===== src/rtl/bcd_pkg.sv =====
// Shared constants, state type and helpers for the digit-serial BCD add/sub block.
package bcd_pkg;

  localparam int         NIBBLE_W = 4;
  localparam logic [3:0] BCD_MAX  = 4'd9;

  // Control states of the serial add/sub sequencer.
  typedef enum logic [1:0] {
    IDLE = 2'd0,
    RUN  = 2'd1,
    DONE = 2'd2
  } state_t;

  // Nine's complement of one BCD digit; with an initial carry of 1 this
  // turns the digit adder into a ten's-complement subtractor.
  function automatic logic [NIBBLE_W-1:0] nines_comp(input logic [NIBBLE_W-1:0] nibble);
    return BCD_MAX - nibble;
  endfunction

endpackage


===== src/rtl/bcd_digit_adder.sv =====
// Single-digit decimal adder: digit = (x + y + cin) mod 10, cout = sum >= 10.
// Inputs are expected to be 0..9, so the raw sum never exceeds 19.
module bcd_digit_adder
  import bcd_pkg::*;
(
  input  logic [NIBBLE_W-1:0] x,
  input  logic [NIBBLE_W-1:0] y,
  input  logic                cin,
  output logic [NIBBLE_W-1:0] digit,
  output logic                cout
);

  logic [NIBBLE_W:0] w_t;

  // Binary add then decimal correction by subtracting ten when needed.
  always_comb begin
    w_t = {1'b0, x} + {1'b0, y} + {{NIBBLE_W{1'b0}}, cin};
    if (w_t >= 5'd10) begin
      digit = NIBBLE_W'(w_t - 5'd10);
      cout  = 1'b1;
    end else begin
      digit = w_t[NIBBLE_W-1:0];
      cout  = 1'b0;
    end
  end

endmodule


===== src/rtl/bcd_serial_addsub.sv =====
// Digit-serial packed-BCD adder/subtractor, one digit per clock, LSD first.
// Handshakes: a transfer happens on a rising clk edge where valid && ready;
// the producer holds valid and data stable until that edge, and the block
// holds out_valid, sum, cout and err stable until it sees out_ready.
module bcd_serial_addsub
  import bcd_pkg::*;
#(
  parameter int DIGITS = 4
) (
  input  logic                       clk,
  input  logic                       rst_n,
  input  logic                       in_valid,
  output logic                       in_ready,
  input  logic                       mode,
  input  logic [NIBBLE_W*DIGITS-1:0] a,
  input  logic [NIBBLE_W*DIGITS-1:0] b,
  output logic                       out_valid,
  input  logic                       out_ready,
  output logic [NIBBLE_W*DIGITS-1:0] sum,
  output logic                       cout,
  output logic                       err,
  output logic [1:0]                 dbg_state
);

  localparam int W     = NIBBLE_W * DIGITS;
  localparam int CNT_W = (DIGITS > 1) ? $clog2(DIGITS) : 1;

  state_t              r_state;
  logic [CNT_W-1:0]    r_cnt;
  logic [W-1:0]        r_a;
  logic [W-1:0]        r_b;
  logic                r_mode;
  logic                r_carry;
  logic                r_err_lat;
  logic [W-1:0]        r_sum;
  logic                r_out_valid;
  logic                r_cout;
  logic                r_err;

  logic                w_bad;
  logic [NIBBLE_W-1:0] w_x;
  logic [NIBBLE_W-1:0] w_y;
  logic [NIBBLE_W-1:0] w_digit;
  logic                w_cout;

  // Flag any non-decimal nibble in either incoming operand.
  always_comb begin
    w_bad = 1'b0;
    for (int i = 0; i < DIGITS; i++) begin
      if (a[i*NIBBLE_W +: NIBBLE_W] > BCD_MAX || b[i*NIBBLE_W +: NIBBLE_W] > BCD_MAX)
        w_bad = 1'b1;
    end
  end

  // Operands are shifted right each digit, so the current digit is always the low nibble.
  always_comb begin
    w_x = r_a[NIBBLE_W-1:0];
    w_y = r_mode ? nines_comp(r_b[NIBBLE_W-1:0]) : r_b[NIBBLE_W-1:0];
  end

  bcd_digit_adder u_digit_adder (
    .x     (w_x),
    .y     (w_y),
    .cin   (r_carry),
    .digit (w_digit),
    .cout  (w_cout)
  );

  // Sequencer: capture, one digit per cycle, then present and hold the result.
  always_ff @(posedge clk) begin
    if (!rst_n) begin
      r_state     <= IDLE;
      r_cnt       <= '0;
      r_a         <= '0;
      r_b         <= '0;
      r_mode      <= 1'b0;
      r_carry     <= 1'b0;
      r_err_lat   <= 1'b0;
      r_sum       <= '0;
      r_out_valid <= 1'b0;
      r_cout      <= 1'b0;
      r_err       <= 1'b0;
    end else begin
      case (r_state)
        IDLE: begin
          if (in_valid) begin
            // Bad operands are replaced by zero so nothing undefined reaches the adder.
            r_a       <= w_bad ? '0 : a;
            r_b       <= w_bad ? '0 : b;
            r_mode    <= mode;
            r_carry   <= mode;
            r_err_lat <= w_bad;
            r_cnt     <= '0;
            r_state   <= RUN;
          end
        end
        RUN: begin
          r_sum[r_cnt*NIBBLE_W +: NIBBLE_W] <= w_digit;
          r_carry <= w_cout;
          r_a     <= r_a >> NIBBLE_W;
          r_b     <= r_b >> NIBBLE_W;
          r_cnt   <= r_cnt + 1'b1;
          if (r_cnt == CNT_W'(DIGITS - 1))
            r_state <= DONE;
        end
        DONE: begin
          // First DONE cycle registers the final flags; out_valid rises after it.
          if (!r_out_valid) begin
            r_out_valid <= 1'b1;
            r_cout      <= r_err_lat ? 1'b0 : r_carry;
            r_err       <= r_err_lat;
          end else if (out_ready) begin
            r_out_valid <= 1'b0;
            r_state     <= IDLE;
          end
        end
        default: r_state <= IDLE;
      endcase
    end
  end

  assign in_ready  = (r_state == IDLE);
  assign out_valid = r_out_valid;
  assign sum       = r_err ? '0 : r_sum;
  assign cout      = r_cout;
  assign err       = r_err;
  assign dbg_state = r_state;

endmodule


===== config.mk =====
export PLATFORM = sky130hd
export DESIGN_NAME = bcd_serial_addsub
export DESIGN_NICKNAME = d
export VERILOG_FILES = /design/src/rtl/bcd_pkg.sv /design/src/rtl/bcd_digit_adder.sv /design/src/rtl/bcd_serial_addsub.sv
export SDC_FILE = /design/constraint.sdc
export NUM_CORES = 1
export LEC_CHECK = 0
export BUFFER_PORTS_ARGS = -buffer_cell sky130_fd_sc_hd__clkbuf_2
export CAP_MARGIN = 40
export CORE_ASPECT_RATIO = 1.2
export CORE_MARGIN = 4
export CORE_UTILIZATION = 40
export DETAILED_ROUTE_END_ITERATION = 16
export PLACE_DENSITY_LB_ADDON = 0.08
export SKIP_CTS_REPAIR_TIMING = 1
export SYNTH_ARGS = -nofsm -noshare
export SYNTH_HDL_FRONTEND = slang
export SYNTH_SLANG_ARGS = --single-unit

===== constraint.sdc =====
create_clock -name clk -period 3.1 [get_ports clk]
set_input_delay 0.62 -clock clk [delete_from_list [all_inputs] [get_ports clk]]
set_output_delay 0.62 -clock clk [all_outputs]
set_load 0.02 [all_outputs]

### Yosys cells after proc, flatten, opt, wreduce, memory -nomap -nowiden

Cells that the tools add are included.

| storage, ports and cells | value |
|---|---|
| register bits after elaboration | 58 |
| latch bits | 0 |
| bits in writable memories | 0 |
| ROM bits | 0 |
| bits of input ports | 37 |
| output and inout port bits | 22 |
| memories kept | 0 |

| operators by class | value |
|---|---|
| $add $sub $neg | 6 |
| multiply operators | 0 |
| divide/modulo/power cells | 0 |
| magnitude comparators | 9 |
| equality and inequality tests | 7 |
| shift operators | 2 |
| mux-type cells | 27 |
| bitwise gates (word level) | 1 |
| reductions and logical operators | 10 |

Operators by type and width:

| kind | number |
|---|---|
| $mux W16 | 5 |
| $pmux W16 S2 | 2 |
| $neg A4 Y34 | 1 |
| $shift A4 B34 Y16 const A | 1 |
| $shiftx A4 B34 Y16 | 1 |
| $gt A4 B4 Y1 const B | 8 |
| $bwmux W16 | 1 |
| $mux W2 | 5 |
| $mux W1 | 9 |
| $mux W4 | 2 |
| $ne A2 B2 Y1 const B | 4 |
| $pmux W2 S3 | 1 |
| $reduce_and A2 Y1 | 3 |
| $add A4 B4 Y5 | 1 |
| $add A5 B1 Y5 | 1 |
| $ge A5 B4 Y1 const B | 1 |
| $eq A2 B2 Y1 const B | 2 |
| $logic_or A1 B1 Y1 | 4 |
| $pmux W2 S2 | 1 |
| $reduce_and A4 Y1 | 1 |
| $sub A4 B4 Y4 const A | 1 |
| $sub A4 B4 Y4 const B | 1 |
| $add A2 B1 Y2 const B | 1 |
| $eq A2 B1 Y1 const B | 1 |
| 4 further kinds | 4 |

### Longest topological paths before layout

Gate-level depths: netlist of the first run.

| logic depth | value |
|---|---|
| depth in word-level cells | 9 |
| depth in mapped cells | 14 |

### Modules after synthesis

From an unflattened synthesis of the first run, not the netlist that was laid out.

| second synthesis, totals | value |
|---|---|
| cell total of the unflattened synthesis | 294 |
| area total of the unflattened synthesis | 2791.4 um^2 |

Modules (own cells, without submodules):

| module | instances | cells an instance | area an instance (um^2) | sequential area each (um^2) |
|---|---|---|---|---|
| bcd_serial_addsub | 1 | 251 | 2463.6 | 1161.1 |
| bcd_digit_adder | 1 | 43 | 327.8 | 0.0 |

### Worst setup path after synthesis of the first run

OpenSTA, ideal clock, no wires.

| path | value |
|---|---|
| path type | flip-flop to flip-flop |
| start point | reg r_mode |
| end point | reg r_sum[2] |
| library setup time | 0.069 ns |
| arrival time | 2.625 ns |
| required time | 3.031 ns |
| setup slack | 0.407 ns |
| stages on the path, launching flop included | 13 |
| buffers on the path | 1 |
| cells stage by stage | dfxtp_1 xnor2_1 fa_1 fa_1 xnor2_1 inv_1 ha_1 o21ai_1 o211ai_1 and3_1 buf_6 mux2_4 o21ai_2 |

| between the ends | value |
|---|---|
| word-level cells in the longest chain between the ends | 7 |
| elaborated cells between the ends (all ways) | 8 |

Ends and longest elaborated chain:

| what | line | source |
|---|---|---|
| start, declared | bcd_serial_addsub.sv:32 | `logic r_mode;` |
| start signal, assigned | bcd_serial_addsub.sv:90 | `r_mode <= mode;` |
| $mux W4 * | bcd_serial_addsub.sv:58 | `w_y = r_mode ? nines_comp(r_b[NIBBLE_W-1:0]) : r_b[NIBBLE_W-1:0];` |
| $add A4 B4 Y5 * | bcd_digit_adder.sv:17 | `w_t = {1'b0, x} + {1'b0, y} + {{NIBBLE_W{1'b0}}, cin};` |
| $add A5 B1 Y5 * | bcd_digit_adder.sv:17 |  |
| $sub A4 B4 Y4 or $ge A5 B4 Y1 (tied branches) | bcd_digit_adder.sv:19, bcd_digit_adder.sv:18 |  |
| $mux W4 * | bcd_digit_adder.sv:18 | `if (w_t >= 5'd10) begin` |
| $shiftx A4 B34 Y16 * | bcd_serial_addsub.sv:98 | `r_sum[r_cnt*NIBBLE_W +: NIBBLE_W] <= w_digit;` |
| $bwmux W16 * | bcd_serial_addsub.sv:98 |  |
| end signal, assigned by index | bcd_serial_addsub.sv:98 |  |
| end, declared | bcd_serial_addsub.sv:35 | `logic [W-1:0] r_sum;` |

Mark *: on every way between the ends. The rest lies on a longest branch, timed or not.
A chain may end at the register's enable or synchronous reset.

### Worst setup path in the final report of the first run

Same ends and word-level chain as after synthesis.

==> results.cfg, run 1 <==
[synth]
synth_area_mm2 = 0.00282
synth-edff-count = 0
avgSynthCellArea_um2 = 9.28
ys_warn_count = 0
synth_area_leaders = dfxtp_1, nor2b_1, a222oi_1
synth_common_cells = dfxtp_1, nor2b_1, nor2_1
synth_cells = 304
synth_seq_cells = 58
syn-num-nets = 353
yosysMostFrequentCell = dfxtp_1
async_flop_share = 0
netlist-cell-type-count = 48
synth_top_cell_area_share = 0.412
synth_flop_cell = dfxtp_1
synth_area_leader_cell = dfxtp_1
synth-seq-area-share = 0.412

[clock_tree]
insertion_delay_ns = 0.34
htree_levels = 3
cts_buffer_depth = 2
cts-root-buf = clkbuf_8
numCtsBuffers = 9
clk_pin_slew_ns = 0.06
cts.sink_count = 58
cts_tree = built

[pwr]
p_comb_frac = 0.091
intPower_uw = 1190
vdd_drop_max_v = 0.000339
power_density_mw_per_mm2 = 472
p_leak_uw = 0.00140
power_frac_seq = 0.482
pwr-share-clk = 0.427
switchingPower_uw = 391
switching_share = 0.247

[route]
first_iter_violations = 147
final_antenna_net_count = 0
wl_mm = 7.28
firstDrtPassIters = 5
drt-wirelength-per-cell_um = 16.2
route.vias.total = 2492
drt-vias-per-instance = 5.55
route.detailed.drc = 0

[layout]
area_delta_synth_final_pct = 18.9
layout-drive-gt1-share = 0.246
register_area_mm2 = 0.00116
fill_cells = 698
finalNonFillerCells = 449
multi_input_area_mm2 = 0.00152
nets = 407
fin_util = 0.489
antenna_cells = 0

[global_route]
grt_use_total = 0.181
grt_max_degree = 45
grt-ovfl-total = 0
grt_first_pass_wirelength_mm = 12.0
grt_pass1_vias = 2404
antenna_found_initial = 0

[placed_design]
dp_slack_ns = 0.253
place.gp.congestion = 0.828
dp.cells = 434
dpl.hpwl_mm = 5.30
io_buffers = 58

[run]
drv_cap = 0

[setup_path]
r2r-end = r_sum[2]$_SDFFE_PN0P_
cp.arrival_ns = 3.12
reg2reg_slack_ns = 0.24
crit_required_ns = 3.36
reg2reg_from = r_mode$_SDFFE_PN0P_
startpoint_type = register
endpoint_kind = register
cp_max_fo = 7
critical_path_class = register to register
rr_worst_depth = 11

[timing]
setup_violations = 0
max_freq_ghz = 0.350
tightest_slew_ns = 0.723
maxSlewHeadroom = 0.518
post-route-min-period_ns = 2.86
grt_setup_unrepaired = false
fin_skew_ns = 0.00932
fin_tns_setup_ns = 0
finalCritPeriodShare = 0.923
fin_ws_ns = 0.240
hold_violations = 0
hold_slack_ns = 0.455
slew_violations = 0

[outcome]
status = finished clean

[floorplan]
die_area_mm2 = 0.00847
coreArea_mm2 = 0.00685
start_util = 0.412
die_w_um = 84.7
fp-row-count = 33
die_h_um = 100
pin_count = 59

[min_path]
hp-start = r_sum[6]$_SDFFE_PN0P_
min_to = r_sum[6]$_SDFFE_PN0P_
hold_depth = 2
hold_class = register to register
[how the worst max path moves through the flow]
stage                            endpoint  slack (ns)  cells past startpoint           startpoint
detailed placement  r_sum[6]$_SDFFE_PN0P_        0.25                     11  r_mode$_SDFFE_PN0P_
global route        r_sum[2]$_SDFFE_PN0P_       0.003                     11  r_mode$_SDFFE_PN0P_
finish              r_sum[2]$_SDFFE_PN0P_        0.24                     11  r_mode$_SDFFE_PN0P_
CTS                 r_sum[2]$_SDFFE_PN0P_        0.23                     11  r_mode$_SDFFE_PN0P_
floorplan           r_sum[2]$_SDFFE_PN0P_        0.41                     12  r_mode$_SDFFE_PN0P_
global placement    r_sum[2]$_SDFFE_PN0P_        0.32                     11  r_mode$_SDFFE_PN0P_
[cell type report]
type / instances / area share
clock buffer: 12 / 0.0433
clock inverter: 3 / 0.0119
inverter: 15 / 0.0168
timing repair buffer: 63 / 0.0977
tap: 87 / 0.0325
multi-input combinational: 211 / 0.452
sequential: 58 / 0.346
[logic make-up (layout without fill, tap and decap cells)]
| family | Yosys count | count (layout) | synth area share |
|---|---|---|---|
| muxes | 5 | 5 | 0.0195 |
| DFF | 58 | 58 | 0.412 |
| adders and majority gates | 12 | 12 | 0.0585 |
| AOI/OAI and AO/OA | 75 | 75 | 0.217 |
| xor gates and xnor gates | 4 | 4 | 0.0124 |
| and+or+nand+nor | 115 | 115 | 0.226 |
| buffers and inverters | 35 | 93 | 0.0550 |
[sequential cells by signal, indices dropped and copies added, names as in the netlist]
name and cells:
out_valid 1, cout 1, dbg_state 2, r_carry 1, r_mode 1, r_b 16
r_err_lat 1, r_cnt 2, r_sum 16, r_a 16, err 1
[through the flow]
stage	cell area [um2]	total power [uW]
after detailed placement	3170	925
after CTS	3350	1600
after global routing	3350	1650
after floorplan	2820	864
after global placement	3170	925
final	3350	1580
[metal layers]
metal | GRT usage | vias to the layer above | wire, um
met1 | 0.205 | 1171 | 2890
met4 | 0.0962 | 0 | 162
met5 | 0 | - | 0
met3 | 0.0378 | 12 | 381
met2 | 0.317 | 80 | 3840
li1 | - | 1229 | -
[worst max-delay path: stages, from the launching register on]
cell      delay [ns]
dfxtp_1         0.34
xnor2_1         0.15
fa_1            0.41
fa_1            0.41
xnor2_1         0.24
inv_1           0.07
ha_1            0.21
o21ai_1         0.11
o211ai_1        0.10
and3_1          0.24
mux2_4          0.37
o21ai_2         0.13
[placed cells by master, fill, tap and decap left out, types with 5 or more instances in the layout]
cell type	n
clkbuf_2	58
inv_1	15
nor2_1	25
dfxtp_1	58
nand3_1	7
a222oi_1	24
buf_4	5
nand2_1	17
ha_1	10
o21ai_0	15
clkbuf_8	10
and2_1	5
nor2b_1	39
a22oi_1	9
[power groups by stage]
stage | registers [uW] | logic, uW | clock network, uW
after floorplan | 776 | 87.5 | 0
final | 764 | 144 | 677
after CTS | 764 | 145 | 689
after global routing | 764 | 160 | 728
after global placement | 780 | 144 | 0
after detailed placement | 780 | 145 | 0
Power figures use the tool's default switching activity.
==> run 2: changes to the inputs <==
- RECOVER_POWER: not set -> 50
==> run 2 against run 1 <==
- the flow now finishes with violations (max-capacitance violations, max-slew violations)
- clock power hardly changed
- register-to-register slack hardly changed
- sequential share of layout area is 0.35 points higher
- die area stayed put
- global-route usage stayed put
- largest cell class unchanged
==> results.cfg, run 2 (synthesized netlist as in run 1, its figures left out) <==
[clock_tree]
cts.sink_count = 58
clk_pin_slew_ns = 0.06
insertion_delay_ns = 0.34
cts-root-buf = clkbuf_8
htree_levels = 3
numCtsBuffers = 9
cts_buffer_depth = 2
cts_tree = built

[pwr]
intPower_uw = 1190
power_density_mw_per_mm2 = 477
switching_share = 0.247
p_comb_frac = 0.089
power_frac_seq = 0.483
pwr-share-clk = 0.428
vdd_drop_max_v = 0.000339
switchingPower_uw = 390
p_leak_uw = 0.00136

[placed_design]
place.gp.congestion = 0.828
dpl.hpwl_mm = 5.30
dp.cells = 434
io_buffers = 58

[route]
drt-vias-per-instance = 5.53
drt-wirelength-per-cell_um = 16.3
route.vias.total = 2484
firstDrtPassIters = 6
first_iter_violations = 144
route.detailed.drc = 0
wl_mm = 7.31
final_antenna_net_count = 0

[layout]
layout_common_cells = dfxtp_1, clkbuf_2, nor2b_1
antenna_cells = 0
nets = 407
finalNonFillerCells = 449
reg_top3 = r_a: 16 flops, r_b: 16 flops, r_sum: 16 flops
fill_cells = 704
layout-drive-gt1-share = 0.218
layout_commonest_cell = dfxtp_1
area_delta_synth_final_pct = 17.7

[timing]
tightest_slew_ns = 1.67
post-route-min-period_ns = 2.86
slew_violations = 45
setup_violations = 0
max_freq_ghz = 0.350
fin_skew_ns = 0.0107
hold_violations = 0
grt_setup_unrepaired = false
maxSlewHeadroom = -0.116
fin_tns_setup_ns = 0
finalCritPeriodShare = 0.923

[floorplan]
die_h_um = 100
fp-row-count = 33
pin_count = 59
die_area_mm2 = 0.00847
coreArea_mm2 = 0.00685
die_w_um = 84.7
start_util = 0.412

[global_route]
grt_use_total = 0.181
grt-ovfl-total = 0
antenna_found_initial = 0
grt_pass1_vias = 2404
grt_first_pass_wirelength_mm = 12.0
grt_max_degree = 45

[setup_path]
cp.arrival_ns = 3.12
critical_path_class = register to register
cp_max_fo = 7
path_cells = xnor2_1, fa_1, fa_1, xnor2_1, inv_1, ha_1, o21ai_1, o211ai_1, and3_1, mux2_4, o21ai_2
path_delay_family = adder cells
startpoint_type = register
crit_required_ns = 3.36
endpoint_kind = register
max_stage_delay_ns = 0.41
cp_slowest_cell = fa_1
crit_buf_inv = 1

[min_path]
hold_class = register to register

[outcome]
status = finished, violations left
violations = max-capacitance violations, max-slew violations

[run]
drv_cap = 1
==> run 2: area by class of cell <==
type / instances / area, um2 / area share
Tap cell: 87 / 109 / 0.0328
Timing Repair Buffer: 63 / 310 / 0.0934
Clock inverter: 3 / 40.0 / 0.0121
Clock buffer: 12 / 145 / 0.0437
Inverter: 15 / 56.3 / 0.0170
Multi-Input combinational cell: 211 / 1500 / 0.451
Sequential cell: 58 / 1160 / 0.350
==> run 2: path summary, 6_finish.rpt <==
path / startpoint / to / slack [ns] / depth (start not counted)
setup / recovery: r_mode$_SDFFE_PN0P_ / r_sum[2]$_SDFFE_PN0P_ / 0.24 / 11
hold / removal: r_sum[6]$_SDFFE_PN0P_ / r_sum[6]$_SDFFE_PN0P_ / 0.45 / 2
setup reg to reg: r_mode$_SDFFE_PN0P_ / r_sum[2]$_SDFFE_PN0P_ / 0.24 / 11
hold reg to reg: r_sum[6]$_SDFFE_PN0P_ / r_sum[6]$_SDFFE_PN0P_ / 0.45 / 2
==> run 2: power groups by stage <==
stage	sequential (uW)	combinational, uW	clock (uW)
after floorplan	776	87.5	0
final	764	141	678
after CTS	764	145	689
after global placement	780	144	0
after global routing	764	157	728
after detailed placement	780	145	0
==> run 2: worst min-delay path, cell delays in order (launching register included) <==
cell and delay, ns:
dfxtp_1 0.32, nand2_1 0.06, o21ai_2 0.05
==> run 2: metrics by stage <==
stage / instance area, um2 / total power, uW / setup WS (ns) / hold slack, ns / utilization
floorplan: 2820 / 864 / 0.407 / 0.421 / -
global placement: 3170 / 925 / 0.317 / 0.430 / 0.462
detailed placement: 3170 / 925 / 0.253 / 0.450 / 0.462
CTS: 3350 / 1600 / 0.232 / 0.464 / 0.489
global route: 3320 / 1650 / 0.00327 / 0.477 / 0.484
finish: 3320 / 1580 / 0.240 / 0.455 / 0.484
==> run 2: per-layer routing <==
| layer | track usage | part of all wire |
|---|---|---|
| met5 | 0 | 0 |
| met4 | 0.0962 | 0.026 |
| met3 | 0.0378 | 0.050 |
| met2 | 0.317 | 0.52 |
| met1 | 0.205 | 0.41 |
